**config.mk**
```make
export PLATFORM = sky130hd
export DESIGN_NAME = packet_fifo
export DESIGN_NICKNAME = d
export VERILOG_FILES = /design/src/rtl/packet_fifo.sv
export SDC_FILE = /design/constraint.sdc
export NUM_CORES = 2
export LEC_CHECK = 0
export CAP_MARGIN = 20
export CORE_MARGIN = 2
export CORE_UTILIZATION = 40
export DETAILED_ROUTE_END_ITERATION = 8
export PLACE_DENSITY_LB_ADDON = 0.08
export SYNTH_ARGS = -nofsm -noshare
export SYNTH_HDL_FRONTEND = slang
export SYNTH_SLANG_ARGS = --single-unit
export TNS_END_PERCENT = 30
```
**constraint.sdc**
```tcl
create_clock -name clk -period 4 [get_ports clk]
set_input_delay 0.4 -clock clk [delete_from_list [all_inputs] [get_ports clk]]
set_output_delay 0.4 -clock clk [all_outputs]
set_load 0.05 [all_outputs]
```
**src/rtl/packet_fifo.sv**
```systemverilog
// packet_fifo: store-and-forward packet buffer. A packet becomes visible at the
// output only once its last beat is stored, so the output stream never gaps
// mid-packet. Packets longer than the buffer are discarded whole and flagged.
module packet_fifo #(
  parameter int P_DATA_WIDTH = 32,
  parameter int P_DEPTH      = 64
) (
  input  logic                       clk,
  input  logic                       rst_n,
  input  logic                       valid_in,
  input  logic                       last_in,
  input  logic [P_DATA_WIDTH-1:0]    data_in,
  output logic                       ready_in,
  output logic                       valid_out,
  output logic                       last_out,
  output logic [P_DATA_WIDTH-1:0]    data_out,
  input  logic                       ready_out,
  output logic                       drop_out,
  output logic [$clog2(P_DEPTH):0]   level_out
);

  localparam int AW = $clog2(P_DEPTH);
  localparam int PW = AW + 1;

  localparam logic [PW-1:0] ONE      = PW'(1);
  localparam logic [PW-1:0] DEPTH    = PW'(P_DEPTH);
  localparam logic [PW-1:0] DEPTH_M1 = PW'(P_DEPTH - 1);

  localparam logic [0:0] FILL = 1'b0;
  localparam logic [0:0] DROP = 1'b1;

  logic [P_DATA_WIDTH:0] mem_q [P_DEPTH];

  logic [0:0]    state_q, state_d;
  logic [PW-1:0] wr_q, wr_d;
  logic [PW-1:0] commit_q, commit_d;
  logic [PW-1:0] rd_q, rd_d;
  logic          ready_in_q, ready_in_d;
  logic          drop_q, drop_d;

  logic          mem_we;
  logic [P_DATA_WIDTH:0] mem_wdata;
  logic [PW-1:0] cur_len;
  logic [PW-1:0] level_next;
  logic          accept_in;
  logic          accept_out;

  assign ready_in  = ready_in_q;
  assign drop_out  = drop_q;
  assign level_out = wr_q - rd_q;
  assign valid_out = (rd_q != commit_q);
  assign {last_out, data_out} = mem_q[rd_q[AW-1:0]];

  // Next-state logic: write/commit/rewind on the input side, advance on output reads
  always_comb begin
    state_d    = state_q;
    wr_d       = wr_q;
    commit_d   = commit_q;
    rd_d       = rd_q;
    drop_d     = 1'b0;
    mem_we     = 1'b0;
    mem_wdata  = {last_in, data_in};
    cur_len    = wr_q - commit_q;
    accept_in  = valid_in && ready_in_q;
    accept_out = valid_out && ready_out;

    if (state_q == FILL) begin
      if (accept_in) begin
        if (!last_in && (cur_len == DEPTH_M1)) begin
          // Packet cannot fit: throw away what was written of it and swallow the rest
          wr_d    = commit_q;
          state_d = DROP;
        end else begin
          mem_we = rst_n;
          wr_d   = wr_q + ONE;
          if (last_in) begin
            commit_d = wr_q + ONE;
          end
        end
      end
    end else begin
      if (accept_in && last_in) begin
        state_d = FILL;
        drop_d  = 1'b1;
      end
    end

    if (accept_out) begin
      rd_d = rd_q + ONE;
    end

    level_next = wr_d - rd_d;
    ready_in_d = (state_d == DROP) || (level_next != DEPTH);
  end

  // Registered control state with synchronous active-low reset
  always_ff @(posedge clk) begin
    if (!rst_n) begin
      state_q    <= FILL;
      wr_q       <= '0;
      commit_q   <= '0;
      rd_q       <= '0;
      ready_in_q <= 1'b0;
      drop_q     <= 1'b0;
    end else begin
      state_q    <= state_d;
      wr_q       <= wr_d;
      commit_q   <= commit_d;
      rd_q       <= rd_d;
      ready_in_q <= ready_in_d;
      drop_q     <= drop_d;
    end
  end

  // Beat storage; contents need no reset since pointers gate visibility
  always_ff @(posedge clk) begin
    if (mem_we) begin
      mem_q[wr_q[AW-1:0]] <= mem_wdata;
    end
  end

endmodule
```
# Yosys cells after proc, flatten, opt, wreduce, memory -nomap -nowiden
# Memory sizes are Yosys's and may differ from the RTL's. A register that Yosys moved wholly into a read port is not among the register bits.
# Index checks and enable logic that the tools add are counted.
[classes] n_addsub=5 eq_ne=3 n_mux=15 bitwise=2 reduce_logical=8
[ops] operator="two-way mux 7 bit" n=4
[ops] operator="subtractor 7 bit" n=3
[ops] operator="adder 7 x 1 -> 7 bit, second input constant" n=2
[ops] operator="two-way mux 1 bit" n=10
[ops] operator="equality test 7 x 6 -> 1 bit, second input constant" n=1
[ops] operator="!= test 7 bit" n=1
[ops] operator="!= test 7 bit, second input constant" n=1
[ops] operator="two-way mux 6 bit" n=1
[ops] operator="logical AND 1 bit" n=4
[ops] operator="AND reduction 4 bit" n=1
[ops] operator="inverter 1 bit" n=2
[ops] operator="AND reduction 2 bit" n=1
[ops] operator="zero test 1 bit" n=1
[ops] operator="logical OR 1 bit" n=1
[word_totals] register_bits=24 ramBits=2112 inputBits=37 memories=1
[memory_table] memory="mem_q" words=64 word_bits=33 read_ports=1 rd_ports_with_merged_regs=1 wr=1 line="32" rtl="logic [P_DATA_WIDTH:0] mem_q [P_DEPTH];"

# Depth between registers and ports, before layout
[depth] ltp_word=9 ltp_mapped=18

# Worst setup path before layout
# No wires, ideal clock.
[synth_path] kind="flip-flop to flip-flop" startpoint="register wr_q[0]" endpoint="memory mem_q[56][0] (netlist name) (enable)" setup_ns=0.423 t_arrival_ns=3.961 path_slack_ns=-0.384 path_stages_with_launch=12 path_cell_list="dfxtp_1 -> inv_1 -> ha_1 -> fa_1 -> nor2b_1 -> o31a_1 -> nor3_1 -> o2111ai_1 -> nand3_1 -> or4_1 -> clkbuf_1 -> nor2_1"
[synth_between] elab_chain_len=8
[synth_lines] item="from (decl)" line="35" rtl="logic [PW-1:0] wr_q, wr_d;"
[synth_lines] item="from (signal assigned)" line="107" rtl="wr_q <= wr_d;"
[synth_lines] item="subtractor 7 bit" line="63" rtl="cur_len = wr_q - commit_q;"
[synth_lines] item="equality test 7 x 6 -> 1 bit" line="69" rtl="if (!last_in && (cur_len == DEPTH_M1)) begin"
[synth_lines] item="logical AND 1 bit" line="69"
[synth_lines] item="two-way mux 1 bit" line="69"
[synth_lines] item="two-way mux 1 bit" line="68" rtl="if (accept_in) begin"
[synth_lines] item="two-way mux 1 bit" line="67" rtl="if (state_q == FILL) begin"
[synth_lines] item="two-way mux 1 bit" line="117" rtl="if (mem_we) begin"
[synth_lines] item="two-way mux 1 bit (not written as such)" line="118" rtl="mem_q[wr_q[AW-1:0]] <= mem_wdata;"
[synth_lines] item="to (decl)" line="32"
# Parallel ways exist; a longest one is shown, timed or not.

==> flow_summary.yaml <==
final_layout:
  area_delta_synth_final_pct: 21.4
  final_common_cell: "edfxtp_1"
  layout_common_cells: "edfxtp_1, mux4_2, clkbuf_16, nand2_1, buf_4"
  drive_above_1_share: 0.352
  nets: 4246
sta:
  fin_crit_ns: 4.20
  setup_tns_ns: -2.64
  worst_pin_slew_ns: 1.04
  fmax_ghz: 0.238
  skew_ns: 0.0291
  hold_violations: 0
  rsz0062_at_grt: "yes"
  drv_slew: 0
  setup_ws_ns: -0.199
  finalCritPeriodShare: 1.05
  relSlewSlack: 0.309
  finalSetupViolations: 25
run:
  drv_cap: 0
yosys:
  ys_seq_elements: 2136
  synth_warnings: 0
  syn_nets: 3706
  synth_area_mm2: 0.0827
  ys_seq_area_frac: 0.773
  ys_types: 45
  netlist_instances: 3647
  syn_avg_cell_area_um2: 22.7
detailed_routing:
  drtIter0Drc: 4219
  ant_nets: 0
  viasPerCell: 5.74
  routedWlPerCell_um: 33.7
  finalWirelength_mm: 239
  drt-pass1-iter-count: 6
  drcViolationCount: 0
  via_count: 40600
power:
  p_int_uw: 40900
  p_comb_frac: 0.174
  peakVddDrop_mv: 0.503
  power_frac_clock: 0.372
  power_leakage_uw: 0.0316
  switchingPower_uw: 13400
  power_density_mw_per_mm2: 541
  swShare: 0.247
  p_seq_frac: 0.454
critical_path:
  cpPeakStageDelay_ns: 0.63
  critPathArrivalTime_ns: 3.80
  path_class: "flop to primary output"
  path_cells: "buf_12 -> buf_16 -> buf_16 -> mux4_2 -> mux4_2 -> mux4_2 -> buf_12"
  cp_max_fo: 8
  startpoint: "rd_q[0]"
  required_ns: 3.60
  reg2reg_from: "wr_q[0]"
  start_kind: "flop"
  crit_slowest_cell: "mux4_2"
  crit_top_cell: "mux4_2"
  endpoint_kind: "primary output"
floorplanning:
  core_mm2: 0.205
  rows: 166
  dieArea_mm2: 0.210
  start_util: 0.403
  die_w_um: 459
  fp.dieH_um: 459
  pin_count: 80
placement:
  hpwl_mm: 139
  io_buffers: 79
  dpl_worst_slack_ns: -0.101
  gp_congestion: 0.808
run_status:
  status: "complete, but fails checks"
  violations: "setup timing"
clock_network:
  cts.sinks: 2136
  clk_latency_ns: 0.89
  cts_buffers: 222
  clockBufferDepth: 3
  htreeDepth: 4
  clock-root-buffer: "clkbuf_16"
  clk_pin_slew_ns: 0.06
  cts_tree: "built"
grt:
  grtUsageTotal: 0.226
  grt_max_degree: 81
  grt_pass1_wl_mm: 332
  antenna_found_initial: 23
  gr-total-overflow: 0
  grt_pass1_vias: 42300
worst_hold_path:
  min-delay-start: "data_in[9]"
  hold_class: "primary input to flop"
==> worst max-delay path: cells and delay by family, from the launching register on <==
kind                   cells  cell delay (ns)
DFF                        1             0.41
buffers and inverters      4             0.73
muxes                      3             1.75
==> area by class of cell <==
class / instances / area, um^2
Fill cell: 16300 / 105000
Multi-Input combinational cell: 1292 / 18800
Inverter: 18 / 93.8
Antenna cell: 6 / 15.0
Sequential cell: 2136 / 63900
Clock inverter: 139 / 1330
Tap cell: 2688 / 3360
Timing Repair Buffer: 517 / 7120
Clock buffer: 277 / 5760
==> worst paths after layout <==
kind / end / slack, ns / cells past startpoint
worst min-delay path: mem_q[24][9] / 0.04 / 1
worst max register to register: ready_in / 0.01 / 18
worst min register to register: commit_q[0] / 0.58 / 2
worst max-delay path: data_out[19] / -0.20 / 7
==> power groups by stage <==
stage               clock network [uW]  registers [uW]  logic, uW
CTS                              20600           24700       9250
finish                           20200           24700       9440
global route                     21400           24700       9960
detailed placement                   0           25100       7980
floorplan                            0           25100       5000
global placement                     0           25100       7930
==> cells by family (layout without fill, tap and decap cells) <==
family,Yosys count,count (layout),synth area share
XOR/XNOR,29,29,0.00307
adder cells (fa/ha/maj),22,22,0.00351
AO/OA/AOI/OAI,115,115,0.00890
buffers and inverters,219,951,0.0124
other,0,6,0
multiplexers,707,707,0.177
flip-flops,2136,2136,0.773
AND/OR/NAND/NOR,419,419,0.0220
==> flip-flops by register name (all words and copies together), names as in the netlist <==
signal,count
ready_in,1
state_q,1
rd_q,7
wr_q,7
drop_out,1
mem_q,2112
commit_q,7
==> synthesized netlist by cell type (all sizes together) <==
cell | count | area share
edfxtp | 2112 | 0.77
fa | 2 | 0.00048
o31a | 2 | 0.00021
ha | 20 | 0.0030
a2111oi | 2 | 0.00021
and3 | 48 | 0.0036
nor4 | 3 | 0.00023
nand2 | 224 | 0.010
a21o | 3 | 0.00027
o21a | 2 | 0.00018
nand4 | 3 | 0.00023
o41ai | 1 | 0.00011
a31oi | 49 | 0.0037
a311oi | 7 | 0.00074
xnor2 | 14 | 0.0015
a211oi | 12 | 0.0011
inv | 18 | 0.00082
or4 | 3 | 0.00027
nand3b | 3 | 0.00027
o2111ai | 1 | 0.00011
o211ai | 1 | 0.000091
and4 | 1 | 0.00011
o21ai | 14 | 0.00085
nor3 | 4 | 0.00024
nand3 | 11 | 0.00067
o22ai | 1 | 0.000076
dfxtp | 24 | 0.0058
nor2 | 93 | 0.0042
and2 | 10 | 0.00076
nand2b | 4 | 0.00030
mux2i | 102 | 0.012
clkbuf | 92 | 0.0042
nor2b | 3 | 0.00023
or3 | 6 | 0.00045
or2 | 3 | 0.00023
buf | 109 | 0.0074
mux4 | 605 | 0.16
a21oi | 19 | 0.0012
a2bb2oi | 1 | 0.00011
xor2 | 15 | 0.0016
==> metrics by stage <==
step                      hold slack, ns  power (uW)  utilization  instance area [um^2]  instances
after floorplan                    0.432       30100            -                 82700       3647
after global placement             0.559       33100        0.441                 90500       6535
after detailed placement           0.573       33100        0.442                 90500       6536
after CTS                         0.0252       54500        0.486                 99600       7026
after global routing              0.0201       56000        0.489                100000       7068
final                             0.0350       54300        0.490                100000       7073
==> metal layers <==
layer	GRT usage	wire length (um)	vias to the layer above	part of all wire
met5	0	13	-	0.000054
met3	0.0353	13200	284	0.055
li1	-	-	16600	-
met2	0.375	119000	1236	0.50
met4	0.0537	4810	2	0.020
met1	0.315	102000	22500	0.43
==> repair_timing <==
item	4_1_cts	5_1_grt
gates cloned	17	7
pin swaps	4	6
gates resized for setup	179	44
hold buffers	4	8
endpoints found under the hold margin	79	123
endpoints found under the setup margin	36	33
setup buffers	55	15
Note: power is estimated with default switching activity, not from simulation.
